File: config.mk
export PLATFORM = sky130hd
export DESIGN_NAME = ram_scan_reader
export DESIGN_NICKNAME = d
export VERILOG_FILES = /design/src/rtl/ram_scan_reader.sv
export SDC_FILE = /design/constraint.sdc
export NUM_CORES = 1
export LEC_CHECK = 0
export CORE_ASPECT_RATIO = 1.4
export CORE_MARGIN = 2
export CORE_UTILIZATION = 66
export DETAILED_ROUTE_END_ITERATION = 8
export DONT_BUFFER_PORTS = 1
export PLACE_DENSITY = 0.91
export SLEW_MARGIN = 20
export SYNTH_ARGS = -nofsm -noshare
export SYNTH_HDL_FRONTEND = slang
export SYNTH_SLANG_ARGS = --single-unit
File: constraint.sdc
create_clock -name clock -period 4 [get_ports clock]
set_clock_uncertainty 0.05 [all_clocks]
set_input_delay 1.2 -clock clock [delete_from_list [all_inputs] [get_ports clock]]
set_output_delay 1.2 -clock clock [all_outputs]
set_load 0.05 [all_outputs]
File: src/rtl/ram_scan_reader.sv
// Read-side sequencer for the 32x4 RAM: sweeps or single-steps the read address and
// re-aligns each returned word with its address for the HEX display stage.
module ram_scan_reader #(
   parameter int ADDR_W      = 5,
   parameter int DATA_W      = 4,
   parameter int TICK_CYCLES = 50_000_000,
   parameter int RD_LATENCY  = 2
) (
   input  logic              clock,
   input  logic              reset,
   input  logic              hold,
   input  logic              step,
   output logic [ADDR_W-1:0] rdaddress,
   input  logic [DATA_W-1:0] q,
   output logic [ADDR_W-1:0] disp_addr,
   output logic [DATA_W-1:0] disp_data,
   output logic              disp_valid,
   output logic              advance
);

   localparam int              PRE_W    = (TICK_CYCLES > 2) ? $clog2(TICK_CYCLES) : 1;
   localparam logic [PRE_W-1:0] PRE_LAST = PRE_W'(TICK_CYCLES - 1);

   typedef enum logic {
      RUN  = 1'b0,
      HOLD = 1'b1
   } state_t;

   state_t            state;
   state_t            state_next;
   logic [PRE_W-1:0]  pre;
   logic [PRE_W-1:0]  pre_next;
   logic              adv;

   logic              hold_m;
   logic              hold_s;
   logic              step_m;
   logic              step_s;
   logic              step_d;
   logic              step_rise;

   logic [ADDR_W-1:0] apipe [RD_LATENCY];
   logic              vpipe [RD_LATENCY];

   // Both key inputs arrive from the board asynchronously; two flops each before use.
   always_ff @(posedge clock) begin
      if (reset) begin
         hold_m <= 1'b0;
         hold_s <= 1'b0;
         step_m <= 1'b0;
         step_s <= 1'b0;
         step_d <= 1'b0;
      end else begin
         hold_m <= hold;
         hold_s <= hold_m;
         step_m <= step;
         step_s <= step_m;
         step_d <= step_s;
      end
   end

   assign step_rise = step_s & ~step_d;

   always_ff @(posedge clock) begin
      if (reset) begin
         state <= RUN;
         pre   <= '0;
      end else begin
         state <= state_next;
         pre   <= pre_next;
      end
   end

   // hold_s wins over a coinciding terminal count, and a step edge only counts while
   // the freeze is both registered and still requested.
   always_comb begin
      state_next = state;
      pre_next   = pre;
      adv        = 1'b0;
      case (state)
         RUN: begin
            if (hold_s) begin
               state_next = HOLD;
               pre_next   = '0;
            end else begin
               adv      = (pre == PRE_LAST);
               pre_next = adv ? '0 : pre + PRE_W'(1);
            end
         end
         HOLD: begin
            pre_next = '0;
            if (!hold_s) begin
               state_next = RUN;
            end else begin
               adv = step_rise;
            end
         end
         default: begin
            state_next = RUN;
            pre_next   = '0;
         end
      endcase
   end

   assign advance = adv;

   always_ff @(posedge clock) begin
      if (reset) begin
         rdaddress <= '0;
      end else if (adv) begin
         rdaddress <= rdaddress + ADDR_W'(1);
      end
   end

   // The address and a validity flag travel alongside the RAM read so the display
   // register captures q together with the address that produced it.
   always_ff @(posedge clock) begin
      if (reset) begin
         for (int i = 0; i < RD_LATENCY; i++) begin
            apipe[i] <= '0;
            vpipe[i] <= 1'b0;
         end
         disp_addr  <= '0;
         disp_data  <= '0;
         disp_valid <= 1'b0;
      end else begin
         apipe[0] <= rdaddress;
         vpipe[0] <= 1'b1;
         for (int i = 1; i < RD_LATENCY; i++) begin
            apipe[i] <= apipe[i-1];
            vpipe[i] <= vpipe[i-1];
         end
         disp_addr  <= apipe[RD_LATENCY-1];
         disp_data  <= q;
         disp_valid <= vpipe[RD_LATENCY-1];
      end
   end

endmodule
## After elaboration in Yosys (flattened, before gate mapping)

Memory sizes are Yosys's and may differ from the RTL's. A register that Yosys moved wholly into a read port is not among the register bits.
Index checks and enable logic that the tools add are counted.

- Flip-flop bits (word level): 41
- Latch bits: 0
- Bits in writable memories: 12
- Bits in read-only memories: 0
- Input bits: 8
- Output and inout bits: 16
- Word-level logic and storage cells: 35
- Memories: 2

- Add/subtract/negate cells: 2
- Multiply operators: 0
- Div/mod/pow operators: 0
- Order comparisons: 0
- Equality and inequality tests: 1
- Shifts and indexed selects: 0
- Mux-type cells: 14
- Bitwise operators: 7
- Reduce and logical (&&, ||, !) cells: 0

Memories:

| name | words | bits a word | rd ports | clocked after memory_dff | write ports | line | RTL |
|---|---|---|---|---|---|---|---|
| apipe | 2 | 5 | 2 | 1 | 2 | 42 | `logic [ADDR_W-1:0] apipe [RD_LATENCY];` |
| vpipe | 2 | 1 | 2 | 1 | 2 | 43 | `logic vpipe [RD_LATENCY];` |

Operators with widths:

| kind | count |
|---|---|
| two-way mux 26 bit | 2 |
| case mux 26 bit (2 select lines) | 1 |
| adder 26 x 1 -> 26 bit (second input constant) | 1 |
| equality test 26 bit (second input constant) | 1 |
| two-way mux 5 bit | 2 |
| two-way mux 1 bit | 8 |
| adder 5 x 1 -> 5 bit (second input constant) | 1 |
| OR 1 bit | 4 |
| NOT 1 bit | 2 |
| case mux 1 bit (2 select lines) | 1 |
| bitwise AND 1 bit | 1 |

## Longest topological paths before layout

- Depth in word-level cells: 4
- Depth in mapped cells: 6
- Depth with buffers taken out: 5

## Worst setup path before layout

No wires, ideal clock.

- Kind: register to output
- From: reg pre[0]
- To: out advance
- Arrival time: 2.222 ns
- Required time: 2.750 ns
- Setup slack: 0.528 ns
- Stages on the path, launching flop included: 5
- Path buffers: 0
- Cell sequence: dfxtp_1 > ha_1 > nand4_2 > or4_1 > o21ai_1

- Word-level cells in the longest chain between the ends: 3

Ends and longest elaborated chain:

| what | line | RTL |
|---|---|---|
| from (decl) | 31 | `logic [PRE_W-1:0] pre;` |
| from (signal assigned) | 70 | `pre <= pre_next;` |
| equality test 26 bit | 86 | `adv = (pre == PRE_LAST);` |
| two-way mux 1 bit | 82 | `if (hold_s) begin` |
| case mux 1 bit (2 select lines) | 80 | `case (state)` |
| to (decl) | 18 | `output logic advance` |

No other way between the ends.

## Final worst setup path

Ends and elaborated chain as after synthesis.

==> impl_metrics.py <==
metrics = {
    "run_status": {
        "status": "complete, no violations",
    },
    "setup_path": {
        "worst_setup_path_start_kind": "flip-flop",
        "crit_buf_inv": 1,
        "ff2ff_setup_slack_ns": 1.53,
        "max_stage_delay_ns": 0.68,
        "crit_path_end_kind": "output pin",
        "arrival_ns": 2.30,
        "critPathRequiredTime_ns": 2.75,
        "cp_max_fo": 7,
        "crit_slowest_cell": "or4_1",
        "rr_worst_depth": 6,
        "crit_chain": "ha_1 > nand4_2 > or4_1 > o21ai_1 > buf_4",
        "worstSetupPathType": "flip-flop to output pin",
        "crit_cells": 5,
        "crit_family": "simple AND/OR/NAND/NOR gates",
    },
    "clock_network": {
        "cts_tree": "built",
        "clock_sinks": 59,
        "clk_pin_slew_ns": 0.06,
        "post_cts_buffers": 0,
        "cts_hold_buf": 0,
        "htree_levels": 3,
        "clock-root-buffer": "clkbuf_8",
        "cts_buffers": 9,
        "clk_latency_ns": 0.34,
        "cts-resized-gates": 0,
        "clockBufferDepth": 2,
    },
    "sta": {
        "slew_headroom": 0.550,
        "period_minus_slack_ns": 3.55,
        "tightestPinTransition_ns": 0.674,
        "hold_viol": 0,
        "setup_viol": 0,
        "fmax_mhz": 282,
        "slew_violations": 0,
        "setup_tns_ns": 0,
        "rsz0062_at_grt": "false",
        "fin_crit_sh": 0.886,
    },
    "power_and_ir_drop": {
        "peakVddDrop_v": 0.000442,
        "leakage_nw": 0.848,
        "power_mw": 1.11,
        "powerDensity_nw_per_um2": 446,
    },
    "yosys": {
        "async_flop_share": 0,
        "yosysMostFrequentCell": "dfxtp_1",
        "synth_top_cell_area_share": 0.515,
        "yosysSeqAreaShare": 0.515,
        "yosysTopAreaCell": "dfxtp_1",
        "yosys-top-cells-area": "dfxtp_1, nor2b_1, xnor2_1, nor2_1, nand4_1",
        "synth_edf_count": 0,
        "yosys_warnings": 0,
        "synth_cells": 242,
        "synthTopCellsByCount": "dfxtp_1, nor2b_1, nor2_1",
        "synth.net_count": 252,
        "synthFlopType": "dfxtp_1",
        "synth_area_um2": 2290,
        "syn_avg_cell_area_um2": 9.48,
        "synth-seq-cells": 59,
        "synth.distinct_cells": 38,
    },
    "layout": {
        "antennaDiodeCount": 0,
        "finalNetCount": 254,
        "areaGrowthSynthToFinish_pct": 8.02,
        "drive_gt1_frac": 0.109,
        "fin_util": 0.741,
        "regArea_um2": 1180,
        "final.fill_count": 239,
        "instances_no_fill": 288,
        "multi_input_area_um2": 1050,
    },
    "route": {
        "drt_pass1_iterations": 4,
        "drt_iter0_markers": 45,
        "drcViolationCount": 0,
        "drt-vias-per-instance": 5.99,
        "wire_per_inst_um": 14.5,
        "drtAntennaViolNets": 0,
        "num_vias": 1726,
        "wirelength_um": 4180,
    },
    "floorplan": {
        "die_w_um": 53.8,
        "ios": 24,
        "core.rowCount": 25,
        "die_area_um2": 3970,
        "die_y_um": 73.8,
        "core_um2": 3350,
        "initial_core_util": 0.686,
    },
    "global_routing": {
        "grt_max_degree": 34,
        "overflow": 0,
        "grt_pass1_wl_um": 6560,
        "grt_pass1_vias": 1496,
        "globalRouteTotalUtil": 0.239,
        "antenna_found_initial": 0,
    },
    "placed_design": {
        "dp.cells": 273,
        "gp_congestion": 0.875,
        "port_buffers": 0,
        "dp_hpwl_um": 2780,
    },
    "worst_hold_path": {
        "hold_path_class": "flip-flop to flip-flop",
        "hold_depth": 1,
    },
    "job": {
        "drv_cap": 0,
    },
}
-- final timing paths --
check | start | end
worst max-delay path | pre[0] | advance
worst min-delay path | vpipe[1] | disp_valid
worst max register to register | pre[0] | rdaddress[1]
worst min register to register | vpipe[1] | disp_valid
-- worst reg2reg max path, cell delays in order, from the launching register on --
cell     delay (ns)
dfxtp_1        0.38
ha_1           0.27
nand4_2        0.20
or4_1          0.68
o21ai_1        0.18
buf_4          0.24
mux2_2         0.35
-- placed cells by master, fill, tap and decap left out, types with 5 or more instances in the layout --
| cell type | synthesis | final |
|---|---|---|
| nor2_1 | 20 | 20 |
| xor2_1 | 6 | 6 |
| xnor2_1 | 9 | 9 |
| nand4_1 | 10 | 10 |
| dfxtp_1 | 59 | 59 |
| or3_1 | 8 | 8 |
| nand2_1 | 9 | 9 |
| or4_1 | 5 | 5 |
| o21ai_0 | 9 | 9 |
| nor2b_1 | 27 | 27 |
| a21oi_1 | 8 | 8 |
| nand3_1 | 11 | 11 |
| nor3_1 | 7 | 7 |
| clkbuf_8 | 0 | 10 |
| inv_1 | 5 | 5 |
-- state kept, by name, indices dropped and copies added (netlist names), 2 cells and up --
register   count
rdaddress      5
vpipe          2
disp_addr      5
pre           26
disp_data      4
apipe         10
-- through the flow --
stage | area, um^2 | hold WS, ns | worst slack (ns)
4_1_cts | 2480 | 0.392 | 0.442
3_5_place_dp | 2310 | 0.376 | 0.846
5_1_grt | 2480 | 0.405 | 0.376
3_3_place_gp | 2310 | 0.367 | 0.917
6_report | 2480 | 0.390 | 0.455
2_1_floorplan | 2290 | 0.364 | 0.528
-- cells by family (layout without fill, tap and decap cells) --
group | after synthesis | count (layout) | share of synthesized area
AO/OA/AOI/OAI | 26 | 26 | 0.0643
buffers and inverters | 16 | 22 | 0.0294
adder cells (fa/ha/maj) | 2 | 2 | 0.0109
flip-flops | 59 | 59 | 0.515
multiplexers | 2 | 2 | 0.00981
AND/OR/NAND/NOR | 122 | 122 | 0.314
XOR/XNOR | 15 | 15 | 0.0573
-- power breakdown --
part	leakage, nW	switching [mW]	total [mW]	internal (mW)
Clock	0.0839	0.225	0.459	0.234
Sequential	0.479	0.0241	0.624	0.599
Combinational	0.285	0.0133	0.0239	0.0106
Total	0.848	0.263	1.11	0.844
-- routing by layer --
layer | track usage | wire length, um | up-vias
met5 | 0 | 0 | -
met1 | 0.253 | 1750 | 808
met3 | 0.116 | 215 | 11
li1 | - | - | 851
met2 | 0.371 | 2090 | 56
met4 | 0.145 | 117 | 0
-- area by class of cell --
type                    count  area share
flip-flops and latches     59       0.477
well taps                  40      0.0202
multi-input cells         167       0.422
clock buffers              10      0.0555
clock inverters             5      0.0121
repair buffers              2     0.00606
inverters                   5     0.00757
Power figures use the tool's default switching activity.
